$ cat src/rtl/stack_reg_bank.sv
// General-purpose register bank with status register, stack pointer and a
// self-timed push/pop sequencer that drives the shared RAM port directly.
module stack_reg_bank #(
    parameter int               WIDTH       = 16,
    parameter int               NUM_REGS    = 14,
    parameter logic [WIDTH-1:0] STACK_BASE  = 16'hFFFF,
    parameter logic [WIDTH-1:0] STACK_LIMIT = 16'hFF00,
    parameter int               RAM_LAT     = 1,
    parameter int               FLAG_W      = 4
) (
    input  logic                              clk,
    input  logic                              rst,
    input  logic [WIDTH-1:0]                  bus_in,
    input  logic [NUM_REGS-1:0]               rin,
    input  logic [$clog2(NUM_REGS+2)-1:0]     rsel,
    input  logic                              rout_en,
    output logic [WIDTH-1:0]                  bus_out,
    input  logic                              sr_load,
    input  logic                              sr_sel,
    input  logic [FLAG_W-1:0]                 alu_flags,
    output logic [FLAG_W-1:0]                 sr_out,
    input  logic                              sp_load,
    input  logic                              push_req,
    input  logic                              pop_req,
    input  logic [$clog2(NUM_REGS)-1:0]       stack_reg,
    output logic                              busy,
    output logic                              done,
    output logic                              ovf_err,
    output logic                              unf_err,
    input  logic                              err_clr,
    output logic                              ram_req,
    output logic [WIDTH-1:0]                  ram_addr,
    output logic [WIDTH-1:0]                  ram_wdata,
    output logic                              ram_wren,
    input  logic [WIDTH-1:0]                  ram_rdata
);

    localparam int RSEL_W   = $clog2(NUM_REGS + 2);
    localparam int REG_W    = $clog2(NUM_REGS);
    localparam int WAIT_CYC = RAM_LAT - 1;

    localparam logic [2:0] ST_IDLE     = 3'd0;
    localparam logic [2:0] ST_PUSH_WR  = 3'd1;
    localparam logic [2:0] ST_POP_RD   = 3'd2;
    localparam logic [2:0] ST_POP_WAIT = 3'd3;
    localparam logic [2:0] ST_POP_WB   = 3'd4;

    localparam logic [RSEL_W-1:0] SEL_SR = RSEL_W'(NUM_REGS);
    localparam logic [RSEL_W-1:0] SEL_SP = RSEL_W'(NUM_REGS + 1);

    logic [WIDTH-1:0]  gpr_q [NUM_REGS];
    logic [WIDTH-1:0]  gpr_d [NUM_REGS];
    logic [FLAG_W-1:0] sr_q, sr_d;
    logic [WIDTH-1:0]  sp_q, sp_d;
    logic [2:0]        state_q, state_d;
    logic [REG_W-1:0]  reg_q, reg_d;
    logic [3:0]        wait_q, wait_d;
    logic              done_q, done_d;
    logic              ovf_q, ovf_d;
    logic              unf_q, unf_d;
    logic              ram_req_q, ram_req_d;
    logic              ram_wren_q, ram_wren_d;
    logic [WIDTH-1:0]  ram_addr_q, ram_addr_d;
    logic [WIDTH-1:0]  ram_wdata_q, ram_wdata_d;
    logic [WIDTH-1:0]  push_src;
    logic [WIDTH-1:0]  rd_val;

    // Pop writeback has priority over a bus load of the same register.
    always_comb begin
        for (int i = 0; i < NUM_REGS; i++) begin
            gpr_d[i] = gpr_q[i];
            if (state_q == ST_POP_WB && reg_q == REG_W'(i)) begin
                gpr_d[i] = ram_rdata;
            end else if (rin[i]) begin
                gpr_d[i] = bus_in;
            end
        end
    end

    // Push data is the register value as it stands during PUSH_WR, so a
    // same-cycle bus load of the source register is included.
    always_comb begin
        push_src = '0;
        for (int i = 0; i < NUM_REGS; i++) begin
            if (stack_reg == REG_W'(i)) push_src = gpr_d[i];
        end
    end

    always_comb begin
        rd_val = '0;
        for (int i = 0; i < NUM_REGS; i++) begin
            if (rsel == RSEL_W'(i)) rd_val = gpr_q[i];
        end
        if (rsel == SEL_SR) rd_val = WIDTH'(sr_q);
        if (rsel == SEL_SP) rd_val = sp_q;
    end

    always_comb begin
        state_d     = state_q;
        reg_d       = reg_q;
        wait_d      = wait_q;
        sp_d        = sp_q;
        sr_d        = sr_q;
        done_d      = 1'b0;
        ovf_d       = ovf_q;
        unf_d       = unf_q;
        ram_req_d   = 1'b0;
        ram_wren_d  = 1'b0;
        ram_addr_d  = ram_addr_q;
        ram_wdata_d = ram_wdata_q;

        // Clear first so that a same-cycle error event below wins.
        if (err_clr) begin
            ovf_d = 1'b0;
            unf_d = 1'b0;
        end
        if (sr_load) sr_d = sr_sel ? alu_flags : bus_in[FLAG_W-1:0];

        case (state_q)
            ST_IDLE: begin
                if (sp_load) begin
                    sp_d = bus_in;
                end else if (push_req) begin
                    if (sp_q == STACK_LIMIT) begin
                        ovf_d  = 1'b1;
                        done_d = 1'b1;
                    end else begin
                        state_d     = ST_PUSH_WR;
                        reg_d       = stack_reg;
                        ram_req_d   = 1'b1;
                        ram_wren_d  = 1'b1;
                        ram_addr_d  = sp_q - WIDTH'(1);
                        ram_wdata_d = push_src;
                    end
                end else if (pop_req) begin
                    if (sp_q == STACK_BASE) begin
                        unf_d  = 1'b1;
                        done_d = 1'b1;
                    end else begin
                        state_d    = ST_POP_RD;
                        reg_d      = stack_reg;
                        ram_req_d  = 1'b1;
                        ram_addr_d = sp_q;
                    end
                end
            end
            ST_PUSH_WR: begin
                sp_d    = sp_q - WIDTH'(1);
                done_d  = 1'b1;
                state_d = ST_IDLE;
            end
            ST_POP_RD: begin
                if (WAIT_CYC == 0) begin
                    state_d = ST_POP_WB;
                end else begin
                    state_d = ST_POP_WAIT;
                    wait_d  = 4'(WAIT_CYC - 1);
                end
            end
            ST_POP_WAIT: begin
                if (wait_q == 4'd0) state_d = ST_POP_WB;
                else                wait_d  = wait_q - 4'd1;
            end
            ST_POP_WB: begin
                sp_d    = sp_q + WIDTH'(1);
                done_d  = 1'b1;
                state_d = ST_IDLE;
            end
            default: state_d = ST_IDLE;
        endcase
    end

    always_ff @(posedge clk or posedge rst) begin
        if (rst) begin
            for (int i = 0; i < NUM_REGS; i++) gpr_q[i] <= '0;
            sr_q        <= '0;
            sp_q        <= STACK_BASE;
            state_q     <= ST_IDLE;
            reg_q       <= '0;
            wait_q      <= '0;
            done_q      <= 1'b0;
            ovf_q       <= 1'b0;
            unf_q       <= 1'b0;
            ram_req_q   <= 1'b0;
            ram_wren_q  <= 1'b0;
            ram_addr_q  <= '0;
            ram_wdata_q <= '0;
        end else begin
            for (int i = 0; i < NUM_REGS; i++) gpr_q[i] <= gpr_d[i];
            sr_q        <= sr_d;
            sp_q        <= sp_d;
            state_q     <= state_d;
            reg_q       <= reg_d;
            wait_q      <= wait_d;
            done_q      <= done_d;
            ovf_q       <= ovf_d;
            unf_q       <= unf_d;
            ram_req_q   <= ram_req_d;
            ram_wren_q  <= ram_wren_d;
            ram_addr_q  <= ram_addr_d;
            ram_wdata_q <= ram_wdata_d;
        end
    end

    assign bus_out   = rout_en ? rd_val : '0;
    assign sr_out    = sr_q;
    assign busy      = (state_q != ST_IDLE);
    assign done      = done_q;
    assign ovf_err   = ovf_q;
    assign unf_err   = unf_q;
    assign ram_req   = ram_req_q;
    assign ram_wren  = ram_wren_q;
    assign ram_addr  = ram_addr_q;
    assign ram_wdata = ram_wdata_q;

endmodule

$ cat config.mk
export PLATFORM = sky130hd
export DESIGN_NAME = stack_reg_bank
export DESIGN_NICKNAME = d
export VERILOG_FILES = /design/src/rtl/stack_reg_bank.sv
export SDC_FILE = /design/constraint.sdc
export NUM_CORES = 1
export LEC_CHECK = 0
export BUFFER_PORTS_ARGS = -buffer_cell sky130_fd_sc_hd__buf_2
export CORE_ASPECT_RATIO = 0.8
export CORE_MARGIN = 10
export CORE_UTILIZATION = 50
export DETAILED_ROUTE_END_ITERATION = 12
export PLACE_DENSITY = 0.79
export SYNTH_ARGS = -nofsm -noshare
export SYNTH_HDL_FRONTEND = slang
export SYNTH_SLANG_ARGS = --single-unit
$ cat constraint.sdc
create_clock -name clk -period 27.7 [get_ports clk]
set_input_delay 2.77 -clock clk [delete_from_list [all_inputs] [get_ports clk]]
set_output_delay 2.77 -clock clk [all_outputs]
set_load 0.01 [all_outputs]
; ---- Word-level counts from Yosys, hierarchy flattened
; Cells that the tools add are included.
[word_totals]
in_bits = 67
register_bits = 292
[classes]
add_sub_neg = 3
muxes = 103
bitwise = 3
eq_ne = 55
n_reduce_logical = 28
[op_table]
columns = cell, n
row1 = two-way mux 16 bit, 64
row2 = equality test 4 bit (second input constant), 20
row3 = equality test 4 x 3 -> 1 bit (second input constant), 12
row4 = one-hot mux 16 bit (3 select lines), 1
row5 = equality test 16 bit (second input constant), 2
row6 = two-way mux 1 bit, 25
row7 = equality test 4 x 2 -> 1 bit (second input constant), 6
row8 = two-way mux 4 bit, 5
row9 = two-way mux 3 bit, 6
row10 = adder 16 x 1 -> 16 bit (second input constant), 1
row11 = zero test 4 bit, 4
row12 = subtractor 16 x 1 -> 16 bit (second input constant), 1
row13 = logical AND 1 bit, 14
row14 = equality test 4 x 1 -> 1 bit (second input constant), 3
row15 = != test 2 bit (second input constant), 5
row16 = AND reduction 5 bit, 2
row17 = != test 3 bit (second input constant), 3
row18 = one-hot mux 3 bit (3 select lines), 1
row19 = equality test 3 x 2 -> 1 bit (second input constant), 2
row20 = nonzero test 3 bit, 2
row21 = AND reduction 2 bit, 2
row22 = AND reduction 4 bit, 1
row23 = subtractor 4 x 1 -> 4 bit (second input constant), 1
row24 = equality test 3 x 1 -> 1 bit (second input constant), 1
row25 = 6 further kinds, 8

; ---- Logic depth before layout (Yosys ltp)
; Gate-level depths: netlist of the first run.
[logic_depth]
ltp_word = 18
ltp_mapped = 11

; ---- Worst setup path after synthesis of the first run
; Ideal clock, no wire load.
[synth_path]
kind = in2out
from = in rsel[0]
to = out bus_out[12]
arrival_time_ns = 4.500
setup_slack_ns = 20.430
n_path_buf = 3
cell_stages = 9
path_cell_list = clkbuf_1 > buf_2 > nand2_1 > nor2_1 > clkbuf_1 > a222oi_1 > nand3_1 > a221oi_1 > nor3b_1
[synth_between]
elab_chain_len = 18
elab_cells_between_ends = 33
classes_between = eq/ne (15) / mux (17) / reduce/logical (1)
[synth_lines]
columns = item, line_no
row1 = from (decl), 15  ; input logic [$clog2(NUM_REGS+2)-1:0] rsel,
row2 = zero test 4 bit, 92  ; if (rsel == RSEL_W'(i)) rd_val = gpr_q[i];
row3 = two-way mux 16 bit (14 in a row), 92
row4 = two-way mux 16 bit, 94  ; if (rsel == SEL_SR) rd_val = WIDTH'(sr_q);
row5 = two-way mux 16 bit (*), 95  ; if (rsel == SEL_SP) rd_val = sp_q;
row6 = two-way mux 16 bit (*), 205  ; assign bus_out = rout_en ? rd_val : '0;
row7 = to (decl), 17  ; output logic [WIDTH-1:0] bus_out,
; Every way passes the cells marked *; elsewhere a longest branch is shown, timed or not.

; ---- Final worst setup path of the first run
[layout_path]
from = in rsel[0]
to = out bus_out[10]
; Same word-level chain as after synthesis.

==> reports/qor.tcl, run 1 <==
set qor(hp-start) {wait_q[0]}
set qor(clock_tree.root_cell) {clkbuf_16}
set qor(path_class) {input port to output pin}
set qor(synth_top_family_by_area) {compound AO/OA/AOI/OAI gates}
set qor(cts_hold_repair.buffers) 0
set qor(floorplan.die_area_sq_um) 47500
set qor(power.internal_mw) 1.01
set qor(final_hold_vio_count) 0
set qor(post_synth_mux_area_share_pct) 16.0
set qor(routed_wire_length_per_instance_microns) 27.4
set qor(number_of_buffers_created_by_cts) 31
set qor(synth.cell_area_sq_um) 19600
set qor(post_synth_and_or_nand_nor_area_fraction_pct) 14.9
set qor(timing.fmax_mhz) 119
set qor(grt_overflow) 0
set qor(type_of_origin_of_the_critical_path) {input port}
set qor(synth_compound_area_share_pct) 24.2
set qor(numClockSinks) 292
set qor(drtAntennaViolNets) 0
set qor(route.detailed.vias_per_inst) 7.03
set qor(totalNegativeSetupSlack_ps) 0
set qor(hold_depth) 1
set qor(p_sw_mw) 0.646
set qor(post-route-worst-setup-slack_ps) 19290
set qor(fin_crit_ps) 8410
set qor(placement_rows) 64
set qor(worst_hold_path_type) {flop to flop}
set qor(timing_max_transition_violations_final) 0
set qor(place.detailed.hpwl_microns) 51800
set qor(outcome) {finished, final reports clean}
set qor(crit_required_ps) 24930
set qor(rsz0062_at_grt) {false}
set qor(edff_count_synth) 0
set qor(fin_worst_skew_ps) 21.2
set qor(die-height_microns) 197
set qor(drive_above_1_share_pct) 15.3
set qor(grt_antenna_before_repair) 1
set qor(power.static_leakage_nw) 9.14
set qor(final_util_pct) 55.0
set qor(dr_total_vias) 19013
set qor(tritoncts) {built}
set qor(worstMarginPinSlew_ps) 1260
set qor(die_w_microns) 241
set qor(async_set_or_reset_flop_fraction_in_the_synthesized_netlist_pct) 100
set qor(wire_length_of_the_first_global_routing_pass_microns) 112000
set qor(maxCapViolations) 0
set qor(synth.yosys.warnings) 0
set qor(cts.repair_timing.setup_buffer_count) 0
set qor(place_ws_ps) 19350
set qor(synth_ff_type) {dfrtp_1}
set qor(filler_cell_count) 3495
set qor(path_clk_slew_ps) 60
set qor(crit-reg2reg-launch) {reg_q[2]}
set qor(layout_commonest_cell) {dfrtp_1}
set qor(cp_data_arrival_time_ps) 5640
set qor(synth_seq_cells) 292
set qor(clock_latency_ps) 590
set qor(mappedNetlistNets) 2313
set qor(postCtsResizedCells) 0
set qor(hold-worst-slack_ps) 492
set qor(p_comb_share_pct) 32.3
set qor(ff2ff_path_depth) 7
set qor(port_buffers) 124
set qor(power_density_nw_per_um2) 78.2
set qor(crit-reg2reg-capture) {ram_wdata[9]}
set qor(max-clock-path-buffers) 3
set qor(post_synth_inst_count) 2243
set qor(r2r_slack_ps) 23580
set qor(routabilityCongestion) 0.996
set qor(end_kind) {output pin}
set qor(switching_share_pct) 39.1
set qor(drc) 0
set qor(synth_adder_area_share_pct) 0.192
set qor(slew-limit-headroom_pct) 15.9
set qor(clockPowerShare_pct) 27.8
set qor(syn_to_final_growth_pct) 8.11
set qor(postRouteWirelength_microns) 74100
set qor(top_level_ports) 125
set qor(vdd_ir_drop_max_v) 0.0000658
set qor(post-route-period-util_pct) 30.3
set qor(synth.distinct_cells) 90
set qor(htree_num_levels) 1
set qor(floorplan.initialDensity_pct) 50.9
set qor(critical_path_fanouts_max) 65
set qor(largest_net_degree_at_the_start_of_global_routing) 180
set qor(design.core.area_sq_um) 38400
set qor(first_global_vias) 18116
set qor(initialDrtViolationCount) 3310
set qor(portion_of_the_post_synthesis_area_used_by_sequential_elements_pct) 37.4
set qor(first_pass_iters) 8
set qor(relative_contribution_of_sequential_cells_to_total_power_pct) 40.0
set qor(finalSetupViolations) 0
set qor(grt_use_total_pct) 30.3
set qor(highest_count_cells_in_the_layout_ignoring_fill_and_taps) {276 x dfrtp_1, 249 x a21oi_1, 217 x mux2i_1}
set qor(synth_xor_area_share_pct) 0.984
set qor(hold_end) {wait_q[0]}
set qor(layout.nets) 2257
set qor(postSynthAreaPerCell_sq_um) 8.73
## sequential cells by signal, summed over array words and instances (netlist names)
| signal | count |
|---|---|
| ram_wren | 1 |
| reg_q | 4 |
| ovf_err | 1 |
| ram_wdata | 16 |
| ram_req | 1 |
| unf_err | 1 |
| gpr_q | 224 |
| ram_addr | 16 |
| state_q | 3 |
| sp_q | 16 |
| wait_q | 4 |
| done | 1 |
| sr_out | 4 |
## critical path, stage by stage
cell and delay [ps]:
buf_2 100, buf_4 340, nor4b_2 1080, a22oi_1 150
nand2_1 130, a211oi_1 50, o21ai_0 300, a21oi_1 140
o21ai_0 320, buf_2 210
## worst max path at each step
stage,start,to
floorplan,rst,done
detailed placement,rsel[0],bus_out[10]
global placement,rsel[0],bus_out[10]
finish,rsel[0],bus_out[10]
global route,rsel[0],bus_out[10]
CTS,rsel[0],bus_out[10]
## stage by stage
step           cell area [sq um]  total power [mW]  cells
2_1_floorplan              19600             0.991   2243
3_3_place_gp               20100              1.16   2649
3_5_place_dp               20100              1.17   2649
4_1_cts                    21200              1.63   2704
5_1_grt                    21200              1.72   2705
6_report                   21200              1.65   2705
## power groups by stage
stage / logic [mW] / registers [mW] / clock network, mW
finish: 0.534 / 0.662 / 0.459
global route: 0.574 / 0.669 / 0.476
CTS: 0.519 / 0.653 / 0.459
detailed placement: 0.516 / 0.658 / 0
global placement: 0.502 / 0.657 / 0
floorplan: 0.393 / 0.598 / 0
## cell type report
type / instances / area [sq um] / area share (%)
Clock buffer: 43 / 871 / 4.12
Clock inverter: 12 / 210 / 0.993
Multi-Input combinational cell: 1657 / 11100 / 52.3
Antenna cell: 1 / 2.50 / 0.0118
Tap cell: 495 / 619 / 2.93
Inverter: 48 / 188 / 0.887
Timing Repair Buffer: 157 / 883 / 4.17
Sequential cell: 292 / 7330 / 34.6
## layer usage
metal / vias to the layer above / part of all wire (%) / GRT usage (%)
met3: 262 / 14 / 9.04
met2: 1507 / 43 / 45.2
met5: - / 0 / 0
met4: 0 / 4.1 / 10.7
li1: 8086 / - / -
met1: 9158 / 39 / 41.1
## kinds of logic (layout without fill, tap and decap cells)
logic type               Yosys count  count (layout)
AO/OA/AOI/OAI                    732             732
XOR/XNOR                          22              22
adder cells (fa/ha/maj)            3               3
buffers and inverters            294             260
flip-flops                       292             292
multiplexers                     295             295
other                              0               1
AND/OR/NAND/NOR                  605             605
## Yosys cell counts (all sizes together) (6+ instances only)
cell type | instances | area share [%]
a31oi | 15 | 0.48
buf | 67 | 1.8
dfrtp | 276 | 35
o21a | 15 | 0.58
and3 | 11 | 0.35
nor4 | 11 | 0.50
nor2 | 188 | 3.7
a211o | 29 | 1.3
o22ai | 6 | 0.19
clkbuf | 179 | 3.4
xor2 | 9 | 0.40
a21oi | 257 | 6.8
a22oi | 24 | 0.92
nand2 | 202 | 3.9
a221oi | 13 | 0.58
and2 | 9 | 0.29
nor4b | 6 | 0.52
mux4 | 8 | 0.92
o311a | 13 | 0.66
nand4 | 33 | 1.1
o2bb2ai | 18 | 0.81
o221ai | 21 | 0.94
dfstp | 16 | 2.1
a21o | 27 | 1.0
mux2i | 217 | 11
mux2 | 70 | 4.0
xnor2 | 13 | 0.58
nor3b | 10 | 0.47
inv | 48 | 0.92
or2 | 6 | 0.19
nand3 | 25 | 0.66
or3 | 7 | 0.25
a32oi | 14 | 0.66
nor2b | 29 | 0.93
nand2b | 22 | 0.70
nor3 | 31 | 0.79
a22o | 6 | 0.27
a211oi | 41 | 1.6
a221o | 12 | 0.61
a2111oi | 13 | 0.58
o21ai | 167 | 4.3
a222oi | 7 | 0.36
(Power assumes the default switching activity.)
==> run 2, diff against run 1 <==
--- a/config.mk
+++ b/config.mk
@@ -5,12 +5,13 @@
 export SDC_FILE = /design/constraint.sdc
 export NUM_CORES = 1
 export LEC_CHECK = 0
+export ABC_AREA = 1
 export BUFFER_PORTS_ARGS = -buffer_cell sky130_fd_sc_hd__buf_2
 export CORE_ASPECT_RATIO = 0.8
 export CORE_MARGIN = 10
 export CORE_UTILIZATION = 50
 export DETAILED_ROUTE_END_ITERATION = 12
-export PLACE_DENSITY = 0.79
+export PLACE_DENSITY = 0.81
 export SYNTH_ARGS = -nofsm -noshare
 export SYNTH_HDL_FRONTEND = slang
 export SYNTH_SLANG_ARGS = --single-unit
==> constraint.sdc (replaced) <==
create_clock -name clk -period 7.1 [get_ports clk]
set_input_delay 0.71 -clock clk [delete_from_list [all_inputs] [get_ports clk]]
set_output_delay 0.71 -clock clk [all_outputs]
set_load 0.01 [all_outputs]
==> run 2 against run 1 <==
  * Sequential power increased to 3.4 times the previous value
  * Synthesized cell count up 22%
  * First-iteration DRC count decreased by 8.4%
  * Sequential share of layout area is 1.3 points higher
  * Routed wire length decreased by 7.7%
  * Total power rose to 3.3 times the previous value
  * Via count rose by 2.0%
  * Combinational power grew to 2.7 times the previous value
  * Critical path depth is 3 higher
  * Sequential cell count unchanged
  * Clock skew fell by 7.0 ps
  * Highest routed layer is now met5
==> reports/qor.tcl, run 2 <==
set qor(regMostFlops) {gpr_q}
set qor(hold-worst-slack_ps) 354
set qor(power.static_leakage_nw) 9.49
set qor(synth.distinct_cells) 47
set qor(synth_top_cell_area_share_pct) 36.9
set qor(grt_antenna_before_repair) 3
set qor(place_ws_ps) 2780
set qor(port_buffers) 124
set qor(final_util_pct) 55.0
set qor(highest_count_cells_in_the_layout_ignoring_fill_and_taps) {891 x nand2_1, 312 x o21ai_0, 276 x dfrtp_1}
set qor(synth_top_area_cell) {dfrtp_1}
set qor(p_comb_share_pct) 26.3
set qor(number_of_buffers_created_by_cts) 31
set qor(cts_hold_repair.buffers) 0
set qor(switching_share_pct) 36.0
set qor(timing.fmax_mhz) 224
set qor(die_w_microns) 236
set qor(totalNegativeSetupSlack_ps) 0
set qor(drive_above_1_share_pct) 10.4
set qor(drtAntennaViolNets) 0
set qor(max-clock-path-buffers) 3
set qor(post_synth_inst_count) 2730
set qor(layout.nets) 2802
set qor(crit_slowest_cell) {nor2_1}
set qor(timing.critical_path.slowest_cell_delay_ps) 920
set qor(layout_commonest_cell) {nand2_1}
set qor(grt_overflow) 0
set qor(end_kind) {output pin}
set qor(place.detailed.hpwl_microns) 47600
set qor(p_sw_mw) 1.95
set qor(grt_use_total_pct) 29.1
set qor(crit_path_frequent_cell) {nand2_1}
set qor(tritoncts) {built}
set qor(initialDrtViolationCount) 3033
set qor(timing.critical_path.depth) 13
set qor(vdd_ir_drop_max_v) 0.000269
set qor(type_of_origin_of_the_critical_path) {input port}
set qor(critPathBufInv) 4
set qor(clock_latency_ps) 600
set qor(post-route-period-util_pct) 62.9
set qor(placement_rows) 63
set qor(critical_path.cell_chain) {buf_2 > inv_1 > nand2_1 > nor2_1 > inv_1 > or2_2 > nand2_1 > nand3_1 > nor2_1 > nand2_1 > nand2_1 > a21oi_1 > buf_2}
set qor(netlist_top_cells_count) {891 x nand2_1, 312 x o21ai_0, 276 x dfrtp_1}
set qor(fin_crit_ps) 4470
set qor(filler_cell_count) 3581
set qor(first_pass_iters) 6
set qor(ff2ff_path_depth) 15
set qor(routabilityCongestion) 0.981
set qor(ys_top_cells_by_area) {dfrtp_1 37%, nand2_1 18%, o21ai_0 8.3%, o211ai_1 5.8%, inv_1 4.8%}
set qor(edff_count_synth) 0
set qor(synth_ff_type) {dfrtp_1}
set qor(timing_max_transition_violations_final) 0
set qor(first_global_vias) 18611
set qor(htree_num_levels) 1
set qor(die-height_microns) 193
set qor(wire_length_of_the_first_global_routing_pass_microns) 106000
set qor(path_class) {input port to output pin}
set qor(power.internal_mw) 3.47
set qor(drc) 0
set qor(design.core.area_sq_um) 37000
set qor(dr_total_vias) 19389
set qor(worstMarginPinSlew_ps) 1420
set qor(async_set_or_reset_flop_fraction_in_the_synthesized_netlist_pct) 100
set qor(syn_to_final_growth_pct) 8.82
set qor(cts.repair_timing.setup_buffer_count) 0
set qor(clock_tree.root_cell) {clkbuf_16}
set qor(final_hold_vio_count) 0
set qor(power_density_nw_per_um2) 266
set qor(floorplan.initialDensity_pct) 50.5
set qor(yosys.cell_count.top_type) {nand2_1}
set qor(numClockSinks) 292
set qor(postRouteWirelength_microns) 68500
set qor(floorplan.die_area_sq_um) 45600
set qor(clockPowerShare_pct) 32.3
set qor(maxCapViolations) 0
set qor(placed_cells) 3186
set qor(postCtsResizedCells) 0
set qor(critical_path.top_delay_family) {simple AND/OR/NAND/NOR gates}
set qor(routed_wire_length_per_instance_microns) 21.1
set qor(portion_of_the_post_synthesis_area_used_by_sequential_elements_pct) 39.1
set qor(rsz0062_at_grt) {false}
set qor(critical_path_fanouts_max) 14
set qor(synth.yosys.warnings) 0
set qor(largest_reg_flops) 224
set qor(fin_worst_skew_ps) 14.3
set qor(largest_net_degree_at_the_start_of_global_routing) 148
set qor(outcome) {finished, final reports clean}
set qor(relative_contribution_of_sequential_cells_to_total_power_pct) 41.5
set qor(crit_required_ps) 6390
set qor(synth_seq_cells) 292
set qor(worst_hold_path_type) {input port to asynchronous set/reset pin}
set qor(route.detailed.vias_per_inst) 5.97
set qor(mappedNetlistNets) 2800
set qor(post-route-worst-setup-slack_ps) 2630
set qor(top_level_ports) 125
set qor(finalSetupViolations) 0
set qor(slew-limit-headroom_pct) 5.27
set qor(instances_no_fill) 3246
set qor(postSynthAreaPerCell_sq_um) 6.86
set qor(path_clk_slew_ps) 60
set qor(synth.cell_area_sq_um) 18700
set qor(cp_data_arrival_time_ps) 3760
run 2: stage by stage:
stage               instance area, sq um  total power [mW]
global placement                   19300              3.63
detailed placement                 19300              3.66
floorplan                          18700              3.16
finish                             20400              5.42
CTS                                20400              5.39
global route                       20400              5.68
run 2: final cells by class:
| type | instances | area [sq um] | share of cell area (%) |
|---|---|---|---|
| sequential | 292 | 7330 | 36.0 |
| timing repair buffer | 146 | 811 | 3.98 |
| clock buffer | 48 | 910 | 4.46 |
| tap | 487 | 609 | 2.99 |
| inverter | 249 | 938 | 4.61 |
| antenna | 3 | 7.51 | 0.0368 |
| clock inverter | 9 | 149 | 0.731 |
| multi-input combinational | 2012 | 9630 | 47.2 |
run 2: power by group through the flow:
stage	clock [mW]	sequential (mW)	combinational (mW)
detailed placement	0	2.26	1.39
global placement	0	2.26	1.37
floorplan	0	2.20	0.961
CTS	1.75	2.24	1.40
finish	1.75	2.25	1.42
global route	1.82	2.28	1.58
run 2: final timing paths:
check | start | to | slack (ps)
hold / removal | rst | gpr_q[223] | 350
max in group asynchronous | rst | gpr_q[36] | 5400
setup reg to reg | reg_q[1] | ram_wdata[9] | 3890
min in group clk | alu_flags[3] | sr_out[3] | 350
setup / recovery | rsel[0] | bus_out[7] | 2630
hold reg to reg | ram_wdata[9] | ram_wdata[9] | 480
run 2: cell families after synthesis:
| logic type | synth area share, % |
|---|---|
| xor gates and xnor gates | 0.748 |
| DFF | 39.1 |
| and+or+nand+nor | 32.5 |
| buffers and inverters | 9.53 |
| AOI/OAI and AO/OA | 17.8 |
| adders and majority gates | 0.200 |
run 2: metal layers:
layer | vias to the layer above | wire [microns] | GRT usage (%)
met5 | - | 11 | 0
met2 | 1215 | 30200 | 45.7
met4 | 2 | 3460 | 14.6
met3 | 231 | 7850 | 5.76
met1 | 9004 | 26900 | 38.1
li1 | 8937 | - | -
run 2: worst min-delay path, stage by stage:
cell and delay, ps:
buf_2 110, clkinvlp_4 70, buf_12 560
